File: src/rtl/wb_dma_pkg.sv
// ---------------------------------------------------------------------------
// wb_dma_pkg : shared types and constants for the Wishbone read-DMA master
// Rev 1.0
// ---------------------------------------------------------------------------
`default_nettype none

package wb_dma_pkg;

  typedef enum logic [2:0] {
    ST_IDLE  = 3'd0,
    ST_REQ   = 3'd1,
    ST_GAP   = 3'd2,
    ST_HOLD  = 3'd3,
    ST_FLUSH = 3'd4,
    ST_DONE  = 3'd5
  } dma_state_e;

  localparam int          TIMEOUT_CYC = 256;
  localparam logic [3:0]  WB_SEL_ALL  = 4'hF;
  localparam logic [31:0] ADR_INC     = 32'd4;

endpackage

`default_nettype wire

File: src/rtl/dma_rd_fifo.sv
// ---------------------------------------------------------------------------
// dma_rd_fifo : synchronous FIFO holding read words plus their last tag
// Rev 1.0
// ---------------------------------------------------------------------------
`default_nettype none

module dma_rd_fifo #(
  parameter int DEPTH = 4,
  parameter int WIDTH = 33
) (
  input  logic                       clk,
  input  logic                       rst_n,
  input  logic                       clr,
  input  logic                       push,
  input  logic [WIDTH-1:0]           din,
  input  logic                       pop,
  output logic [WIDTH-1:0]           dout,
  output logic                       full,
  output logic                       empty,
  output logic [$clog2(DEPTH):0]     count
);

  localparam int AW = $clog2(DEPTH);
  localparam int CW = AW + 1;

  logic [WIDTH-1:0] mem [DEPTH];
  logic [AW-1:0]    wr_ptr;
  logic [AW-1:0]    rd_ptr;
  logic             do_push;
  logic             do_pop;

  assign do_push = push && !full;
  assign do_pop  = pop && !empty;

  // Power-of-two depth lets the pointers wrap on their own.
  always_ff @(posedge clk or negedge rst_n) begin
    if (!rst_n) begin
      wr_ptr <= '0;
      rd_ptr <= '0;
      count  <= '0;
      for (int i = 0; i < DEPTH; i++) mem[i] <= '0;
    end else if (clr) begin
      wr_ptr <= '0;
      rd_ptr <= '0;
      count  <= '0;
    end else begin
      if (do_push) begin
        mem[wr_ptr] <= din;
        wr_ptr      <= wr_ptr + 1'b1;
      end
      if (do_pop) rd_ptr <= rd_ptr + 1'b1;
      case ({do_push, do_pop})
        2'b10:   count <= count + 1'b1;
        2'b01:   count <= count - 1'b1;
        default: count <= count;
      endcase
    end
  end

  assign dout  = mem[rd_ptr];
  assign full  = (count == CW'(DEPTH));
  assign empty = (count == '0);

endmodule

`default_nettype wire

File: src/rtl/wb_dma_reader.sv
// ---------------------------------------------------------------------------
// wb_dma_reader : Wishbone single-beat read DMA into a valid/ready stream
// Optional bus timeout: WB_DMA_RD_TIMEOUT_EN                        Rev 1.0
// ---------------------------------------------------------------------------
`default_nettype none

module wb_dma_reader
  import wb_dma_pkg::*;
#(
  parameter int FIFO_DEPTH = 4,
  parameter int LEN_W      = 12
) (
  input  logic             wb_clk_i,
  input  logic             wb_rst_n_i,
  input  logic             start_i,
  input  logic [31:0]      base_adr_i,
  input  logic [LEN_W-1:0] len_i,
  output logic             busy_o,
  output logic             done_o,
  output logic             err_o,
  output logic             wbm_stb_o,
  output logic             wbm_cyc_o,
  output logic             wbm_we_o,
  output logic [3:0]       wbm_sel_o,
  output logic [31:0]      wbm_dat_o,
  output logic [31:0]      wbm_adr_o,
  input  logic             wbm_ack_i,
  input  logic [31:0]      wbm_dat_i,
  output logic             m_tvalid,
  output logic [31:0]      m_tdata,
  output logic             m_tlast,
  input  logic             m_tready
);

  localparam int CNT_W = $clog2(FIFO_DEPTH) + 1;

  dma_state_e       state;
  logic [LEN_W-1:0] remaining;
  logic [31:0]      adr;
  logic             stb;
  logic             busy;
  logic             done;

  logic             fifo_full;
  logic             fifo_empty;
  logic [CNT_W-1:0] fifo_count;
  logic [32:0]      fifo_head;
  logic             push;
  logic             pop;
  logic             fifo_clr;
  logic             slot_free;
  logic             flush_done;

  assign push       = (state == ST_REQ) && wbm_ack_i;
  assign pop        = m_tvalid && m_tready;
  assign slot_free  = !fifo_full || pop;
  assign flush_done = fifo_empty || ((fifo_count == CNT_W'(1)) && pop);

`ifdef WB_DMA_RD_TIMEOUT_EN
  logic [7:0] tmo_cnt;
  logic       err;
  assign fifo_clr = (state == ST_REQ) && !wbm_ack_i && (tmo_cnt == 8'(TIMEOUT_CYC - 1));
  assign err_o    = err;
`else
  assign fifo_clr = 1'b0;
  assign err_o    = 1'b0;
`endif

  always_ff @(posedge wb_clk_i or negedge wb_rst_n_i) begin
    if (!wb_rst_n_i) begin
      state     <= ST_IDLE;
      remaining <= '0;
      adr       <= '0;
      stb       <= 1'b0;
      busy      <= 1'b0;
      done      <= 1'b0;
`ifdef WB_DMA_RD_TIMEOUT_EN
      tmo_cnt   <= '0;
      err       <= 1'b0;
`endif
    end else begin
      done <= 1'b0;
      case (state)
        ST_IDLE: begin
          if (start_i) begin
            adr       <= base_adr_i & ~32'h3;
            remaining <= len_i;
            busy      <= 1'b1;
`ifdef WB_DMA_RD_TIMEOUT_EN
            tmo_cnt   <= '0;
            err       <= 1'b0;
`endif
            if (len_i == '0) begin
              state <= ST_FLUSH;
            end else begin
              state <= ST_REQ;
              stb   <= 1'b1;
            end
          end
        end
        ST_REQ: begin
          if (wbm_ack_i) begin
            adr       <= adr + ADR_INC;
            remaining <= remaining - 1'b1;
            stb       <= 1'b0;
            state     <= (remaining == LEN_W'(1)) ? ST_FLUSH : ST_GAP;
          end
`ifdef WB_DMA_RD_TIMEOUT_EN
          else if (fifo_clr) begin
            // Abandon the transfer: buffered words are dropped, DONE still pulses.
            stb   <= 1'b0;
            err   <= 1'b1;
            busy  <= 1'b0;
            done  <= 1'b1;
            state <= ST_DONE;
          end else begin
            tmo_cnt <= tmo_cnt + 8'd1;
          end
`endif
        end
        ST_GAP, ST_HOLD: begin
          if (slot_free) begin
            state <= ST_REQ;
            stb   <= 1'b1;
`ifdef WB_DMA_RD_TIMEOUT_EN
            tmo_cnt <= '0;
`endif
          end else begin
            state <= ST_HOLD;
          end
        end
        ST_FLUSH: begin
          if (flush_done) begin
            state <= ST_DONE;
            busy  <= 1'b0;
            done  <= 1'b1;
          end
        end
        ST_DONE: state <= ST_IDLE;
        default: begin
          state <= ST_IDLE;
          stb   <= 1'b0;
          busy  <= 1'b0;
        end
      endcase
    end
  end

  dma_rd_fifo #(
    .DEPTH (FIFO_DEPTH),
    .WIDTH (33)
  ) u_fifo (
    .clk   (wb_clk_i),
    .rst_n (wb_rst_n_i),
    .clr   (fifo_clr),
    .push  (push),
    .din   ({(remaining == LEN_W'(1)), wbm_dat_i}),
    .pop   (pop),
    .dout  (fifo_head),
    .full  (fifo_full),
    .empty (fifo_empty),
    .count (fifo_count)
  );

  assign busy_o    = busy;
  assign done_o    = done;
  assign wbm_stb_o = stb;
  assign wbm_cyc_o = stb;
  assign wbm_we_o  = 1'b0;
  assign wbm_sel_o = WB_SEL_ALL;
  assign wbm_dat_o = 32'h0;
  assign wbm_adr_o = adr;
  assign m_tvalid  = !fifo_empty;
  assign m_tdata   = fifo_head[31:0];
  assign m_tlast   = fifo_head[32] && !fifo_empty;

endmodule

`default_nettype wire

File: config.mk
export PLATFORM = sky130hd
export DESIGN_NAME = wb_dma_reader
export DESIGN_NICKNAME = d
export VERILOG_FILES = /design/src/rtl/wb_dma_pkg.sv /design/src/rtl/dma_rd_fifo.sv /design/src/rtl/wb_dma_reader.sv
export SDC_FILE = /design/constraint.sdc
export NUM_CORES = 1
export LEC_CHECK = 0
export BUFFER_PORTS_ARGS = -buffer_cell sky130_fd_sc_hd__buf_2
export CAP_MARGIN = 20
export CORE_AREA = 4 4 164 166
export DETAILED_ROUTE_END_ITERATION = 8
export DIE_AREA = 0 0 168 170
export PLACE_DENSITY = 0.62
export RECOVER_POWER = 100
export SYNTH_ARGS = -nofsm -noshare
export SYNTH_HDL_FRONTEND = slang
export SYNTH_HIERARCHICAL = 1
export SYNTH_SLANG_ARGS = --single-unit
File: constraint.sdc
create_clock -name wb_clk_i -period 7 [get_ports wb_clk_i]
set_input_delay 0.7 -clock wb_clk_i [delete_from_list [all_inputs] [get_ports wb_clk_i]]
set_output_delay 0.7 -clock wb_clk_i [all_outputs]
set_load 0.03 [all_outputs]
# After elaboration in Yosys (flattened, before gate mapping)

Cells that the tools add are included.

Logic and storage cells: 94
Output and inout bits: 108
Register bits after elaboration: 189

Bitwise operators: 4
Add/sub/neg operators: 6
Multiplexer cells: 30
Reduce and logical (&&, ||, !) cells: 23
Eq/ne operators: 15
$lt $le $gt $ge: 3

Operators with widths:

| operator                                                              | count |
|---|---|
| 132-bit bitwise mux                                                   | 1 |
| 33-bit 2-to-1 mux                                                     | 3 |
| 33-bit binary-select mux with 2-bit select                            | 1 |
| 33-bit demux with 2-bit select                                        | 1 |
| 32-bit 2-to-1 mux                                                     | 2 |
| 32-bit one-hot mux with 2 select lines                                | 1 |
| 32-bit by 3-bit adder with 32-bit output (second input constant)      | 1 |
| 12-bit 2-to-1 mux                                                     | 2 |
| 12-bit one-hot mux with 2 select lines                                | 1 |
| 3-bit 2-to-1 mux                                                      | 5 |
| 12-bit by 1-bit == test with 1-bit output (second input constant)     | 1 |
| 12-bit zero test                                                      | 1 |
| 3-bit one-hot mux with 4 select lines                                 | 1 |
| 12-bit by 1-bit subtractor with 12-bit output (second input constant) | 1 |
| 2-bit inequality test (second input constant)                         | 5 |
| 3-bit == test (second input constant)                                 | 3 |
| 3-bit AND reduction                                                   | 3 |
| 1-bit 2-to-1 mux                                                      | 8 |
| 1-bit logical AND                                                     | 7 |
| 3-bit by 1-bit == test with 1-bit output (second input constant)      | 2 |
| 3-bit by 2-bit == test with 1-bit output (second input constant)      | 2 |
| 3-bit greater-or-equal comparator (second input constant)             | 2 |
| 3-bit zero test                                                       | 2 |
| 2-bit NOT with 3-bit output                                           | 2 |
| other kinds (17)                                                      | 23 |

# Depth between registers and ports, before layout

Gate-level depths: netlist (run 1).

Word-level depth: 7
Gate-level depth with buffers: 11
Depth with buffers taken out: 9

# Modules after synthesis

The synthesis (run 1) kept the hierarchy.

By module, submodules not included:

| module        | cells an instance | seq. area each (um2) | times used | area each (um2) |
|---|---|---|---|---|
| dma_rd_fifo   | 384               | 3,478.3              | 1          | 6,640.1 |
| wb_dma_reader | 423               | 1,201.2              | 1          | 3,387.0 |

# Worst setup path before layout (run 1)

OpenSTA, ideal clock, no wires.

Path kind: register to register
Start point: register state[1]
End point: register u_fifo.count[2]
Cell stages (with the launch flop): 12
Setup slack: 4,211 ps
Arrival: 2,707 ps
Buffers on the path: 2
Path through: dfrtp_1 > clkbuf_1 > nor3b_1 > nand2_1 > inv_1 > buf_1 > o21a_1 > nor2_1 > fa_1 > nand2b_1 > or4_1 > a31oi_1

Cells in the longest elaborated chain, start to end: 5
Elaborated cells on any way between the ends: 7

Ends and longest elaborated chain:

| what                                                                               | RTL line             | text |
|---|---|---|
| start: declaration                                                                 | wb_dma_reader.sv:37  | `dma_state_e state;` |
| start signal: assignment                                                           | wb_dma_reader.sv:106 | `state <= (remaining == LEN_W'(1)) ? ST_FLUSH : ST_GAP;` |
| 3-bit by 1-bit == test with 1-bit output *                                         | wb_dma_reader.sv:54  | `assign push = (state == ST_REQ) && wbm_ack_i;` |
| 1-bit logical AND *                                                                | wb_dma_reader.sv:54  |  |
| net push                                                                           | wb_dma_reader.sv:48  | `logic push;` |
| 1-bit logical AND *                                                                | dma_rd_fifo.sv:32    | `assign do_push = push && !full;` |
| 2-bit by 1-bit == test with 1-bit output / 2-bit == test (equally long branches)   | dma_rd_fifo.sv:52    | `case ({do_push, do_pop})` |
| 3-bit one-hot mux with 2 select lines / 2-bit nonzero test (equally long branches) | n/a                  |  |
| end signal: assignment                                                             | dma_rd_fifo.sv:53    | `2'b10: count <= count + 1'b1;` |
| end signal: assignment                                                             | dma_rd_fifo.sv:54    | `2'b01: count <= count - 1'b1;` |
| end signal: assignment                                                             | dma_rd_fifo.sv:55    | `default: count <= count;` |
| end: declaration                                                                   | dma_rd_fifo.sv:20    | `output logic [$clog2(DEPTH):0] count` |

Mark *: on every way through the listed nets, which the timed path passes. The rest lies on a longest branch.
A chain may end at the register's enable or synchronous reset.

# Worst setup path in the final report (run 1)

Start point: register state[2]
End point: register u_fifo/mem[10] (netlist name)

Cells in the longest elaborated chain, start to end: 3

Ends and longest elaborated chain:

| what                                     | RTL line            | text |
|---|---|---|
| 3-bit by 1-bit == test with 1-bit output | wb_dma_reader.sv:54 |  |
| 1-bit logical AND                        | wb_dma_reader.sv:54 |  |
| net push                                 | wb_dma_reader.sv:48 |  |
| 1-bit logical AND                        | dma_rd_fifo.sv:32   |  |
| end signal: indexed assignment           | dma_rd_fifo.sv:48   | `mem[wr_ptr] <= din;` |
| end: declaration                         | dma_rd_fifo.sv:26   | `logic [WIDTH-1:0] mem [DEPTH];` |

The timed path passes the listed nets, and every way through them passes these cells.

==> metrics.txt, run 1 <==
outcome=finished with violations; failing checks=max-capacitance violations, max-slew violations; CP Launch Type=flop; routed wire length per instance=17.68 um; clock sinks=187; Required @ worst endpoint=7.30 ns; H-Tree Depth=4; critical path's largest stage delay=1.45 ns; Reg2Reg Depth=7; num ports=189; worst-path fanout max=66; post-route ant nets=0; Async SR Flop Fraction=1.000; slowest CP cell=nand3_1; hold_buf cts=0; drt pass-1 iters=4; Synth area leaders=dfrtp_1, mux2_4, mux2_2, mux4_2, buf_4; final setup vio count=0; post-synthesis register bit count=187; setup tns final=0 ns; Least-Margin Pin Slew=2.949 ns; largest net degree at the start of global routing=125; clk_lat worst skew=0.45 ns; VDD IR max=0.2410 mV; Setup crit end kind=flop; CTS buffer count=17; starting density of the core=0.3914; CP Cell Sequence=nor3b_1, buf_4, nand2_1, inv_1, nor2b_1, nand3_1, mux2_2; Yosys Warn Count=6; DP Area=10720 sq um; Hold Crit Class=input port to asynchronous set/reset pin; layout cell share with drive strength beyond 1=0.2444; Post-synth EDFFs=0; relative slew slack=-0.9658; clock period minus worst slack=5.002 ns; Post-DP HPWL=14.49 mm; synth-to-layout area growth=10.01%; Post-CTS Resized=0; Top FF cell, synth=dfrtp_1; CTS tree=yes; final worst setup slack=1.998 ns; Core ar.=25620 sq um; clock skew=0.02146 ns; vias per cell=5.318; post-place setup slack=2.860 ns; RSZ-0062 raised after global routing=false; GP Congestion=0.7947; post-synthesis cell count=807; Mapped Area=10030 sq um; number of max-cap violations=4; die height=170 um; count leader, synth=dfrtp_1; Root Buffer=clkbuf_16; Overflow after GRT=0; final period utilization=0.7146; count of final max-slew check failures=140; maximum clock rate=0.1999 GHz; Synth area leader=dfrtp_1; Die X=168 um; CP Data Arrival Time=5.31 ns; Vias=6812; design area=11030 sq um; Leak Pwr=0.004928 uW; Fin. Hold Viols=0; reg2reg setup slack=2.00 ns; clock tree buffer depth=2; PnR Total Power=4658 uW; nets@finish=1021; Synth cell types=70; initial antenna violation count=2; die area=28560 sq um; Starting DRT DRC Count=419; Critical R2R Capture=u_fifo/mem[10]$_DFFE_PN0P_; Post-synth top cells=dfrtp_1, mux2_2, mux2_4, a21oi_1, buf_4; row count=59; Synth Area per Inst=12.43 sq um; post-synthesis sequential area ratio=0.4667; Clock transition at path regs=0.09 ns; WS Path Type=flop to flop; post-synth top area share=0.4667; number of global-route vias before repair=6709; Worst R2R Start=state[2]$_DFFE_PN0P_; Post-CTS Setup Inserts=0; port bufs=146; wirelength, routed=22.65 mm; first-pass GRT wire length=36.14 mm; pwr/cell area=422.3 nW/um^2; gr usage total=0.1561; drt drc=0
[flip-flops by register name (all words and copies together), names as in the netlist]
register / count
state: 3
wbm_cyc_o: 1
u_fifo/count: 3
wbm_adr_o: 30
done_o: 1
u_fifo/wr_ptr: 2
busy_o: 1
u_fifo/mem: 132
remaining: 12
u_fifo/rd_ptr: 2
[report_power, final]
part,total (uW),leakage [uW],switching [uW],internal [uW]
clock,1060,0.000317,549,514
combinational,1820,0.00221,1170,651
sequential,1770,0.00240,315,1460
[layout by cell type (no fill, tap or decap), types with 6 or more instances in the layout]
master and instances:
buf_2 78, nand2b_1 6, nand3_1 24, or3_1 8, conb_1 48, nor2_1 36
nand2_1 33, a21oi_1 42, a31oi_1 8, clkbuf_1 71, mux4_2 33, mux2_2 72
clkbuf_16 17, o22ai_1 9, nor4_1 10, nand4_1 15, nor3_1 13, inv_1 19
dfrtp_1 186, o21ai_0 38, a2bb2oi_1 6, and3_1 7, ha_1 7, mux2_1 58
[per-stage QoR]
step,util,instances,hold WS (ns)
after floorplan,-,853,0.4044
after global placement,0.4186,1248,0.4828
after detailed placement,0.4186,1248,0.4852
after CTS,0.4442,1280,0.4471
after global routing,0.4306,1281,0.4754
final,0.4306,1281,0.4045
[kinds of logic after synthesis]
logic type,after synthesis,share of synthesized area
AO/OA/AOI/OAI,143,0.08885
buffers and inverters,112,0.07687
multiplexers,168,0.2478
other,2,0.0007490
AND/OR/NAND/NOR,183,0.1048
adder cells (fa/ha/maj),8,0.01073
XOR/XNOR,4,0.003495
flip-flops,187,0.4667
[worst max path at each step]
stage / startpoint / endpoint / slack (ns) / depth (start not counted)
detailed placement: state[2]$_DFFE_PN0P_ / u_fifo/mem[115]$_DFFE_PN0P_ / 2.86 / 7
floorplan: state[1]$_DFFE_PN0P_ / u_fifo/count[2]$_DFFE_PN0P_ / 4.21 / 11
CTS: state[2]$_DFFE_PN0P_ / u_fifo/mem[108]$_DFFE_PN0P_ / 2.86 / 7
global route: state[2]$_DFFE_PN0P_ / u_fifo/mem[40]$_DFFE_PN0P_ / 1.66 / 7
global placement: state[2]$_DFFE_PN0P_ / u_fifo/mem[93]$_DFFE_PN0P_ / 2.95 / 7
finish: state[2]$_DFFE_PN0P_ / u_fifo/mem[10]$_DFFE_PN0P_ / 2.00 / 7
[critical path: cells and delay by family, from the launching register on]
family                 cells  cell delay, ns
and+or+nand+nor            4            2.52
DFF                        1            0.53
muxes                      1            0.80
buffers and inverters      2            0.99
[layout make-up]
type | instances | area (sq um)
Multi-Input combinational cell | 554 | 4507
Sequential cell | 187 | 4681
Fill cell | 2470 | 14590
Clock inverter | 15 | 231.5
Antenna cell | 1 | 2.502
Inverter | 19 | 71.32
Tap cell | 335 | 419.2
Timing Repair Buffer | 153 | 693.2
Clock buffer | 17 | 425.4
[layer usage]
layer,track usage,vias up,routed length (um)
li1,-,3179,-
met1,0.2111,3438,10320
met2,0.2516,173,10820
met3,0.04019,20,1193
met4,0.04305,2,312
met5,0,-,7
Power figures use the tool's default switching activity.
==> run 2, diff against run 1 <==
ABC_AREA = 1   (was not set)
CORE_AREA = 4 4 167 169   (was 4 4 164 166)
DIE_AREA = 0 0 171 173   (was 0 0 168 170)
PLACE_DENSITY = 0.64   (was 0.62)
clock period = 4.2 ns   (was 7 ns; I/O delays follow)
==> run 2 against run 1 <==
  * The flow still finishes with violations (max-capacitance violations, max-slew violations)
  * Synthesized cell count grew 66%
  * Die area grew 3.6%
  * Clock skew shrank 0.0029 ns
  * Core utilization shrank 0.32 points
  * Setup slack lost 1.3 ns
  * Critical endpoint is now m_tdata[21]
  * Global-route usage grew 1.8 points
  * First-iteration DRC count grew 73%
==> metrics.txt, run 2 <==
Sw Share=0.4847 (+0.04782); commonest non-fill, non-tap cell in the layout=nand2_1; Worst R2R Start=state[1]$_DFFE_PN0P_; post-synthesis register bit count=187 (unchanged); outcome=finished with violations; VDD IR max=0.3050 mV (+27%); wirelength, routed=25.89 mm (+14%); largest net degree at the start of global routing=122 (-2.4%); initial antenna violation count=0 (-2); worst-path fanout max=35 (-47%); Setup crit end kind=output port; Post-synth top cells=nand2_1, dfrtp_1, nor2_1, o21ai_0, inv_1; Compound-Gate Fraction of Synth Area=0.1771 (+0.08828); Critical R2R Capture=remaining[3]$_DFFE_PN0P_; Synth Area per Inst=7.817 sq um (-37%); placed insts=1767 (+42%); post-synthesis cell count=1342 (+66%); Largest Register=u_fifo/mem; clk_lat worst skew=0.44 ns (about the same); Post-CTS Setup Inserts=0 (unchanged); power share of the combinational group=0.452 (+0.061); number of global-route vias before repair=8297 (+24%); RSZ-0062 raised after global routing=false; CTS buffer count=17 (unchanged); routed wire length per instance=14.39 um (-19%); P_sw=4051 uW (+99%); Top FF cell, synth=dfrtp_1; die area=29580 sq um (+3.6%); Vias=8920 (+31%); GP Congestion=0.8982 (+13%); starting density of the core=0.3947 (+0.003285); maximum clock rate=0.2874 GHz; post-route ant nets=0 (unchanged); clock sinks=187 (unchanged); Core ar.=26580 sq um (+3.7%); Least-Margin Pin Slew=2.985 ns (+0.03596 ns); Synth area leader=dfrtp_1; Synth Area in Simple Gates=0.2387 (+0.1339); final setup vio count=0 (unchanged); clock skew=0.01857 ns (-0.002889 ns); Largest register FFs=132 (unchanged); clock tree buffer depth=2 (unchanged); gr usage total=0.1740 (+0.01785); post-synth top area share=0.4461 (-0.02060); Post-CTS Resized=0 (unchanged); Clock transition at path regs=0.08 ns (about the same); WP buf/inv=4 (+2); Int Power=4307 uW (+64%); Post-DP HPWL=16.61 mm (+15%); pwr/cell area=735.8 nW/um^2 (+74%); drt pass-1 iters=5 (+1); Async SR Flop Fraction=1.000 (unchanged); Mapped Area=10490 sq um (+4.6%); Synth area leaders=dfrtp_1, nand2_1, o21ai_0, nor2_1, o21ai_2; Root Buffer=clkbuf_16; Die X=171 um (+1.8%); largest family of logic cells by synthesized area=simple AND/OR/NAND/NOR gates; relative slew slack=-0.9897 (-0.02397); Max Used Layer=met4; source of the worst hold timing path=start_i; adder-cell share of the synthesized area=0.01026 (-0.0004736); drt drc=0 (unchanged); critical path's largest stage delay=0.74 ns (-0.71 ns); WS Path Type=flop to output port; ANT cells=0 (-1); number of max-cap violations=1 (-3); Critical Path Stages=6 (-1); clock period minus worst slack=3.479 ns; Hold Slack=0.2510 ns (-0.1535 ns); fillcell total=2814 (+14%); port bufs=146 (unchanged); Required @ worst endpoint=3.78 ns (-3.52 ns); Starting DRT DRC Count=725 (+73%); clock share of power=0.196 (-0.032); hold path depth=3; final period utilization=0.8283; hold_buf cts=0 (unchanged); Synth Area in XOR/XNOR=0.005010 (+0.001516); CP Cell Sequence=clkbuf_2, inv_1, buf_4, o21ai_0, o22ai_1, clkbuf_1; part of the power in registers=0.352 (-0.029); vias per cell=4.958 (-6.8%); most frequent cells in the layout=nand2_1, o21ai_0, dfrtp_1, nor2_1, inv_1; critical path startpoint=u_fifo/rd_ptr[1]$_DFFE_PN0P_; Leak Pwr=0.005660 uW (+15%); row count=60 (+1.7%); Finished Layout Cells=1799 (+40%); metal2 WL=12.19 mm (+13%); CTS tree=yes; nets@finish=1534 (+50%); synth-to-layout area growth=8.289%; setup tns final=0 ns (unchanged); Synth cell types=42 (-40%); mux cell area share after synthesis=0 (-0.2478); H-Tree Depth=4 (unchanged); CP Launch Type=flop; count leader, synth=nand2_1; Overflow after GRT=0 (unchanged); failing checks=max-capacitance violations, max-slew violations; Reg2Reg Depth=8 (+1); count of final max-slew check failures=121 (-14%); reg2reg setup slack=0.89 ns (-1.11 ns); post-synthesis sequential area ratio=0.4461 (-0.02060); Yosys Warn Count=6 (unchanged); slowest CP cell=inv_1; Fin. Hold Viols=0 (unchanged); CP Data Arrival Time=3.06 ns (-2.25 ns); CP delay by family, top=buffers and inverters; wire length on met1=11.68 mm (+13%); Hold Crit Class=input port to flop; die height=173 um (+1.8%); first-pass GRT wire length=42.01 mm (+16%); met3 WL=1.584 mm (+33%); Hold EP=busy_o$_DFFE_PN0P_; layout cell share with drive strength beyond 1=0.1132 (-0.1313); Post-synth EDFFs=0 (unchanged); num ports=189 (unchanged)
==> run 2: cell types whose count changed in the layout (fill, tap and decap cells not counted), sizes merged, moves of 10 or more <==
cell	delta
a21oi	-20
inv	+90
mux2	-132
mux4	-33
nand2	+333
nand3	+29
nor2	+114
nor3	-10
nor4	-10
o21ai	+216
o22ai	+25
==> run 2: how the worst max path moves through the flow <==
stage                                  endpoint  slack (ns)
floorplan           u_fifo/count[2]$_DFFE_PN0P_        1.91
global placement                    m_tdata[13]        1.63
detailed placement                  m_tdata[13]        1.63
CTS                                 m_tdata[13]        1.14
global route                        m_tdata[21]        0.51
finish                              m_tdata[21]        0.72
==> run 2: routing by layer <==
metal | global-route usage | vias to the layer above
met5 | 0 | -
li1 | - | 4452
met3 | 0.03978 | 27
met4 | 0.05084 | 0
met2 | 0.2899 | 257
met1 | 0.2262 | 4184
==> run 2: tightest hold or removal path: cells and delay by family <==
| kind | cells | cell delay [ns] |
|---|---|---|
| simple gates | 2 | 0.14 |
| buf+inv | 1 | 0.10 |
==> run 2: area by class of cell <==
cell class	instances	area, sq um	share of cell area
Inverter	116	437.9	0.03855
Clock inverter	15	192.7	0.01696
Tap cell	341	426.7	0.03756
Multi-Input combinational cell	971	4489	0.3952
Clock buffer	17	425.4	0.03745
Timing Repair Buffer	152	706.9	0.06223
Sequential cell	187	4681	0.4121
==> run 2: kinds of logic (layout without fill, tap and decap cells) <==
group / after synthesis / in the layout
fa+ha+maj: 8 / 8
xor+xnor: 6 / 6
simple gates: 594 / 594
flops: 187 / 187
other cells: 2 / 44
compound gates: 319 / 319
buf+inv: 226 / 300
==> run 2: power by group through the flow <==
| stage | sequential (uW) | clock (uW) | combinational (uW) |
|---|---|---|---|
| after floorplan | 3140 | 0 | 2920 |
| after global placement | 2950 | 0 | 3950 |
| after detailed placement | 2970 | 0 | 4010 |
| after CTS | 2940 | 1680 | 4030 |
| after global routing | 3030 | 1770 | 4260 |
| final | 2940 | 1640 | 3780 |
==> run 2: through the flow <==
stage          setup WS, ns  area, sq um  power [uW]    util
2_1_floorplan         1.906        10650        6059       -
3_3_place_gp          1.628        11030        6903  0.4151
3_5_place_dp          1.626        11030        6981  0.4151
4_1_cts               1.142        11650        8649  0.4383
5_1_grt              0.5141        11360        9063  0.4274
6_report             0.7210        11360        8359  0.4274
